## src/rtl/friet_permutation_protected_core.sv

```systemverilog
// Friet-PC permutation core: one protected round per cycle over a 4-limb state (d = a^b^c check limb).
// Optional limb-invariant checker enabled by the FRIET_FAULT_CHECK_EN macro.

module friet_permutation_protected_round (
  input  logic [127:0] a,
  input  logic [127:0] b,
  input  logic [127:0] c,
  input  logic [127:0] d,
  input  logic [4:0]   rc_c,
  input  logic [4:0]   rc_d,
  output logic [127:0] a_next,
  output logic [127:0] b_next,
  output logic [127:0] c_next,
  output logic [127:0] d_next
);

  function automatic logic [127:0] rotl(input logic [127:0] x, input int unsigned n);
    return (x << n) | (x >> (128 - n));
  endfunction

  logic [127:0] c_rc, d_rc;
  logic [127:0] mix1, mix2, b_mu1, d_mu1, c_mu2, d_mu2, prod;

  // Every step adds the same term to d as to one working limb, so a^b^c^d is invariant.
  assign c_rc  = c ^ {123'd0, rc_c};
  assign d_rc  = d ^ {123'd0, rc_d};

  // tau1 (a,b,c,d) <- (d, c, a, b), then mu1 and mu2
  assign mix1  = rotl(a, 1);
  assign b_mu1 = c_rc ^ mix1;
  assign d_mu1 = b ^ mix1;
  assign mix2  = rotl(b_mu1, 80);
  assign c_mu2 = a ^ mix2;
  assign d_mu2 = d_mu1 ^ mix2;

  // tau2 swaps b and d; xi is the only nonlinear step
  assign prod   = rotl(d_mu2, 36) & rotl(c_mu2, 67);
  assign a_next = d_rc ^ prod;
  assign b_next = d_mu2;
  assign c_next = c_mu2;
  assign d_next = b_mu1 ^ prod;

endmodule

module friet_permutation_protected_core #(
  parameter int NUM_ROUNDS = 24
) (
  input  logic         clk,
  input  logic         rst,
  input  logic         din_valid,
  output logic         din_ready,
  input  logic [127:0] din_a,
  input  logic [127:0] din_b,
  input  logic [127:0] din_c,
  input  logic [127:0] din_d,
  output logic         dout_valid,
  input  logic         dout_ready,
  output logic [127:0] dout_a,
  output logic [127:0] dout_b,
  output logic [127:0] dout_c,
  output logic [127:0] dout_d,
  output logic         fault_error
);

  typedef enum logic [1:0] {IDLE, RUN, DONE} fsm_t;

  fsm_t         fsm;
  logic [127:0] a, b, c, d;
  logic [127:0] a_next, b_next, c_next, d_next;
  logic [4:0]   round_cnt;
  logic [3:0]   lfsr;
  logic [4:0]   rc_c, rc_d;
  logic         last_round;

  assign rc_c       = {round_cnt[0], lfsr};
  assign rc_d       = {round_cnt[0], lfsr};
  assign last_round = (round_cnt == 5'(NUM_ROUNDS - 1));

  friet_permutation_protected_round u_round (
    .a      (a),
    .b      (b),
    .c      (c),
    .d      (d),
    .rc_c   (rc_c),
    .rc_d   (rc_d),
    .a_next (a_next),
    .b_next (b_next),
    .c_next (c_next),
    .d_next (d_next)
  );

  // NOTE: all state uses non-blocking assignments so every flop samples pre-edge values.
  always_ff @(posedge clk or posedge rst) begin
    if (rst) begin
      fsm        <= IDLE;
      a          <= '0;
      b          <= '0;
      c          <= '0;
      d          <= '0;
      round_cnt  <= '0;
      lfsr       <= 4'hF;
      din_ready  <= 1'b1;
      dout_valid <= 1'b0;
    end else begin
      case (fsm)
        IDLE: begin
          if (din_valid) begin
            a         <= din_a;
            b         <= din_b;
            c         <= din_c;
            d         <= din_d;
            round_cnt <= '0;
            lfsr      <= 4'hF;
            din_ready <= 1'b0;
            fsm       <= RUN;
          end
        end
        RUN: begin
          a         <= a_next;
          b         <= b_next;
          c         <= c_next;
          d         <= d_next;
          round_cnt <= round_cnt + 5'd1;
          lfsr      <= {lfsr[2:0], lfsr[3] ^ lfsr[2]};
          if (last_round) begin
            dout_valid <= 1'b1;
            fsm        <= DONE;
          end
        end
        DONE: begin
          if (dout_ready) begin
            dout_valid <= 1'b0;
            din_ready  <= 1'b1;
            fsm        <= IDLE;
          end
        end
        default: fsm <= IDLE;
      endcase
    end
  end

  assign dout_a = a;
  assign dout_b = b;
  assign dout_c = c;
  assign dout_d = d;

`ifdef FRIET_FAULT_CHECK_EN
  logic fault_q;
  logic done_entry;
  logic check_en;
  logic limb_nz;

  assign limb_nz     = |(a ^ b ^ c ^ d);
  assign check_en    = (fsm == RUN) || ((fsm == DONE) && done_entry);
  // The live term flags a violation in the very cycle it is observed; fault_q makes it sticky.
  assign fault_error = fault_q | (check_en & limb_nz);

  always_ff @(posedge clk or posedge rst) begin
    if (rst) begin
      fault_q    <= 1'b0;
      done_entry <= 1'b0;
    end else begin
      done_entry <= (fsm == RUN) && last_round;
      if ((fsm == IDLE) && din_valid) begin
        fault_q <= 1'b0;
      end else if (check_en && limb_nz) begin
        fault_q <= 1'b1;
      end
    end
  end
`else
  assign fault_error = 1'b0;
`endif

endmodule

```

## config.mk

```make
export PLATFORM = sky130hd
export DESIGN_NAME = friet_permutation_protected_core
export DESIGN_NICKNAME = d
export VERILOG_FILES = /design/src/rtl/friet_permutation_protected_core.sv
export SDC_FILE = /design/constraint.sdc
export NUM_CORES = 2
export LEC_CHECK = 0
export CAP_MARGIN = 20
export CELL_PAD_IN_SITES_DETAIL_PLACEMENT = 1
export CELL_PAD_IN_SITES_GLOBAL_PLACEMENT = 1
export CORE_AREA = 2 2 398 400
export CTS_CLUSTER_SIZE = 10
export DETAILED_ROUTE_END_ITERATION = 12
export DIE_AREA = 0 0 400 402
export GPL_TIMING_DRIVEN = 0
export PLACE_DENSITY = 0.62
export SYNTH_ARGS = -nofsm -noshare
export SYNTH_HDL_FRONTEND = slang
export SYNTH_SLANG_ARGS = --single-unit
```

## constraint.sdc

```tcl
create_clock -name clk -period 24.3 [get_ports clk]
set_input_delay 7.29 -clock clk [delete_from_list [all_inputs] [get_ports clk]]
set_output_delay 7.29 -clock clk [all_outputs]
set_load 0.01 [all_outputs]
```

# ---- Word-level counts from Yosys, hierarchy flattened
# Cells that the tools add are included.
dict set report word_totals {
  inputBits 516
  register_bits 525
}
dict set report op_classes {
  bitwise_logic 14
  addsub 1
  n_eq_ne 6
  mux 22
  reduce_logical 8
}
# cell count
set ops {}
lappend ops {{one-hot mux 128 bit (2 select lines)} 4}
lappend ops {{bitwise XOR 128 bit} 6}
lappend ops {{two-way mux 128 bit} 4}
lappend ops {{bitwise XOR 128 x 5 -> 128 bit} 2}
lappend ops {{bitwise AND 128 bit} 1}
lappend ops {{bitwise OR 128 x 1 -> 128 bit} 1}
lappend ops {{bitwise OR 128 x 36 -> 128 bit} 1}
lappend ops {{bitwise OR 128 x 67 -> 128 bit} 1}
lappend ops {{bitwise OR 128 x 80 -> 128 bit} 1}
lappend ops {{one-hot mux 5 bit (2 select lines)} 1}
lappend ops {{AND reduction 3 bit} 3}
lappend ops {{one-hot mux 4 bit (2 select lines)} 1}
lappend ops {{two-way mux 2 bit} 3}
lappend ops {{inequality test 2 bit, second input constant} 3}
lappend ops {{one-hot mux 2 bit (3 select lines)} 1}
lappend ops {{nonzero test 2 bit} 3}
lappend ops {{adder 5 x 1 -> 5 bit, second input constant} 1}
lappend ops {{equality test 5 bit, second input constant} 1}
lappend ops {{two-way mux 5 bit} 1}
lappend ops {{two-way mux 1 bit} 4}
lappend ops {{two-way mux 4 bit} 1}
lappend ops {{one-hot mux 1 bit (2 select lines)} 2}
lappend ops {{equality test 2 x 1 -> 1 bit, second input constant} 1}
lappend ops {{equality test 2 bit, second input constant} 1}
lappend ops {{3 further kinds} 3}

# ---- Logic depth before layout (Yosys ltp)
dict set report logic_depth {
  word_depth 8
  mapped_depth 8
  ltp_nobuf 5
}

# ---- By module
# Synthesis repeated with hierarchy kept, for this count alone.
dict set report hier_totals {
  hier_cells 3510
  area_unflattened_um2 32665.1
}
# mod n_inst cells_each seq_area_each_um2 area_each_um2
set by_module_without_submodules {}
lappend by_module_without_submodules {friet_permutation_protected_core 1 2609 13143.9 24900.1}
lappend by_module_without_submodules {friet_permutation_protected_round 1 901 0.0 7764.9}

# ---- Worst setup path before layout
# No wires, ideal clock.
dict set report synth_path {
  kind {in2reg}
  startpoint {input port din_valid}
  endpoint {register a[20] (netlist: dout_a[20])}
  t_arrival_ns 8.356
  cell_stages 6
  path_buffers 3
  slack_ns 15.870
  path_cell_list {buf_2 -> nand2_1 -> clkbuf_1 -> clkbuf_1 -> o22ai_1 -> a21oi_2}
}
dict set report synth_between {
  elab_chain_len 2
}
# item line_no
set synth_rtl {}
lappend synth_rtl {{start: declaration} 50} ;# input logic din_valid,
lappend synth_rtl {{inequality test 2 bit (no line)} n/a}
lappend synth_rtl {{AND reduction 2 bit (no line)} n/a}
lappend synth_rtl {{end signal: assignment} 108} ;# a <= din_a;
lappend synth_rtl {{end signal: assignment} 119} ;# a <= a_next;
lappend synth_rtl {{end: declaration} 68} ;# logic [127:0] a, b, c, d;
# Every way passes these cells.
# A chain may end at the register's enable or synchronous reset.

# ---- Worst setup path in the final report
dict set report layout_path {
  startpoint {input port din_valid}
  endpoint {register a[106] (netlist: dout_a[106])}
}
# The elaborated chain is that of the path after synthesis.

==> results.md <==
Timing:
- The peak clock frequency supported by timing is 97.0 MHz.
- The clock period minus worst slack is about 10 ns.
- The final count of pins violating max slew was 0.
- The worst pin sits at a relative slew slack of under 10%.
- The worst path uses between 40% and 50% of the clock period.
- The number of hold-slack violations in the final timing report is 0.
- The worst-margin pin slew is between 1 and 1.5 ns.
- Setup repair after global routing left no endpoint under its margin.
- The clock arrives with 0.0281 ns of skew.
- The final worst-path setup slack is ~14 ns.
- The number of setup violations in the final report is 0.

Floorplanning:
- The area enclosed by the die boundary is around 160000 um^2.
- The core region is around 160000 um^2.
- The die span in y is roughly 400 um.
- Measured along the x axis, the die boundary spans about 400 um.
- The initial utilization of the core area, before any placement, comes to around 20%.
- After floorplanning, the core was divided into about 150 placement rows.
- For this design the top-level I/O count stands at roughly 1000.

Critical path:
- The worst setup path is of the in -> reg kind.
- The worst register-to-register path has a depth of 5.
- In this run the worst path has a maximum fanout of 10.
- The startpoint kind of the worst setup timing path is a primary input.
- At the worst endpoint, the arrival time is between 10 and 15 ns.
- The reg-to-reg endpoint is dout_a[90].
- The setup slack on the worst flop-to-flop path is 20.71 ns.
- The startpoint of the most critical register-to-register path is dout_a[70].
- STA classifies the critical path endpoint as a register.
- At the worst endpoint, the required time is around 25 ns.

Worst hold path:
- The worst hold path passes through 2 cells.
- The endpoint with the worst hold slack is din_ready.
- The startpoint identified for the worst hold timing path is din_ready.
- The class of the worst hold path is reg -> reg.

Clock tree:
- TritonCTS built the clock tree.
- The clock passes through at most 3 buffers.
- Clock tree synthesis inserted a total of 73 buffers.
- The count of cells resized by post-cts repair is 0.
- The clock latency at the later pin of the worst-skew pair is between 0.7 and 0.8 ns.
- Clock tree synthesis found a total of 525 sinks.
- The total number of H-tree levels is 3.
- The number of buffers inserted to repair setup after CTS is 0.
- The post-CTS clock slew at the launch and capture registers of the worst setup and hold paths is 0.06 ns.
- The CTS root buffer is clkbuf_16.
- The post-cts hold buffer count is 0.

Global route:
- Entering global routing, the biggest net connects around 110 pins.
- Summed over all layers, the global routing overflow is 0.
- The number of global-route vias before repair is approximately 35000.
- The global-route wire length before repair is 377 mm.
- The initial antenna violation count was between 40 and 50.
- Global routing consumed, over all layers together, 36.2% of the routing resources.

Route:
- Using the TritonRoute via totals, the vias-per-cell ratio works out to roughly 5.4.
- The number of antenna-violating nets in the routed design is 0.
- The detailed router finished its first iteration with approximately 3700 violations.
- The total length of routed wires is about 300 mm.
- The via count is between 30000 and 40000.
- The routed wire length per instance is 45.9 um.
- The first detailed-routing pass ran for 5 iterations.
- The DRC violations left is 0.

Placement:
- The placed instances occupy a cell area of 44400 um^2.
- Before CTS, the worst setup slack after placement is ~13 ns.
- During placement, the flow inserted port buffers numbering about 1000.
- The global placer's final weighted congestion is between 0.9 and 1.
- The total half-perimeter wirelength after legalization and detailed placement is roughly 260 mm.

Final layout:
- The final standard cell utilization of the core is 29.8%.
- After routing the design area is between 40000 and 50000 um^2.
- The fraction of final layout cells with drive strength greater than 1 is under 10%.
- The library cell used most frequently in the layout, excluding fill and tap cells, is clkdlybuf4s50_1.
- At the end of the flow, the number of nets in the layout was between 4000 and 5000.
- Relative to the synthesized area, the layout overhead comes to 51.6%.
- The top cell types in the final layout, fill and taps aside, are clkdlybuf4s50_1 (1029), dfrtp_1 (520), xnor2_1 (509), a21oi_1 (382), o22a_1 (304).

Logic synthesis:
- Synthesis inferred roughly 530 register bits.
- The count of cell types in the netlist is 36.
- After synthesis, flip-flops and latches occupy roughly 43% of the total area.
- The gate count after technology mapping is approximately 3200.
- For this run, the number of Yosys warnings is 0.
- The average size of a mapped cell is approximately 9.6 um^2.
- The number of nets handed over by synthesis was around 3700.
- The post-synthesis cell area is just over 30000 um^2.

Outcome:
- The run finished with clean final reports.

Run:
- The tool flagged a number of max-cap violations equal to 0.
==> worst max-delay path: stages <==
cell	delay, ns
clkdlybuf4s50_1	0.55
inv_2	0.22
a21oi_1	0.24
buf_2	0.61
buf_1	0.98
o22ai_1	0.40
a21oi_1	0.51
==> Yosys cell counts, drive strengths merged <==
cell type | number | area share, %
buf | 109 | 1.7
conb | 1 | 0.012
a31oi | 1 | 0.020
xor2 | 261 | 7.4
dfrtp | 520 | 42
nor2 | 254 | 3.1
ha | 1 | 0.040
o31ai | 1 | 0.024
o22ai | 258 | 5.2
nand3 | 2 | 0.032
a21oi | 386 | 6.3
a211oi | 122 | 3.0
a22o | 1 | 0.028
nand2b | 1 | 0.020
nor3 | 247 | 4.0
or2 | 4 | 0.089
o21ai | 18 | 0.29
nand2 | 11 | 0.13
clkbuf | 195 | 2.4
a32oi | 9 | 0.26
xnor3 | 5 | 0.37
nand4b | 1 | 0.028
inv | 5 | 0.061
xnor2 | 509 | 14
o22a | 304 | 8.6
dfstp | 5 | 0.43
==> per-layer routing <==
layer,vias up,track usage (%),part of all wire (%)
met2,2188,56.1,44
met5,-,0,0.10
met1,18248,43.5,39
met4,46,22.8,7.7
met3,618,11.0,9.3
li1,13941,-,-
==> worst max path at each step <==
stage / startpoint / end / slack [ns] / cells after the start
floorplan: rst / dout_a[0] / 2.35 / 1
global placement: rst / dout_a[24] / -7.45 / 2
detailed placement: din_valid / dout_a[106] / 13.49 / 7
CTS: din_valid / dout_a[106] / 14.21 / 7
global route: din_valid / dout_a[106] / 14.19 / 7
finish: din_valid / dout_a[106] / 13.99 / 7
==> registers in the layout, summed over array words and instances, names as in the netlist <==
name / count
dout_d: 128
dout_c: 128
fsm: 2
dout_a: 128
round_cnt: 5
dout_b: 128
din_ready: 1
lfsr: 4
dout_valid: 1
==> cell type report <==
type                       instances  area (um^2)
multi-input combinational       2397        16500
tap                             2072         2590
timing repair buffer            1069        10800
inverter                           5         26.3
fill                           18023       110000
clock buffer                     111         2230
buffer                           304         1260
clock inverter                    17          195
antenna                           13         32.5
sequential                       525        13100
==> cell families after synthesis <==
family | after synthesis | synth area share, %
other cells | 1 | 0.0121
fa+ha+maj | 1 | 0.0405
buf+inv | 309 | 4.11
flops | 525 | 42.5
simple gates | 520 | 7.40
compound gates | 1100 | 23.7
xor+xnor | 775 | 22.2
==> per-stage QoR <==
step | setup TNS (ns) | hold slack [ns] | cells
5_1_grt | 0 | 0.560 | 6507
3_3_place_gp | -3830.53 | 0.503 | 6332
4_1_cts | 0 | 0.518 | 6497
6_report | 0 | 0.523 | 6513
3_5_place_dp | 0 | 0.505 | 6369
2_1_floorplan | 0 | 0.480 | 3231
Power is left out: the tool's default activity adds up to more than one toggle a clock period on the data nets, which glitch-free logic cannot reach.
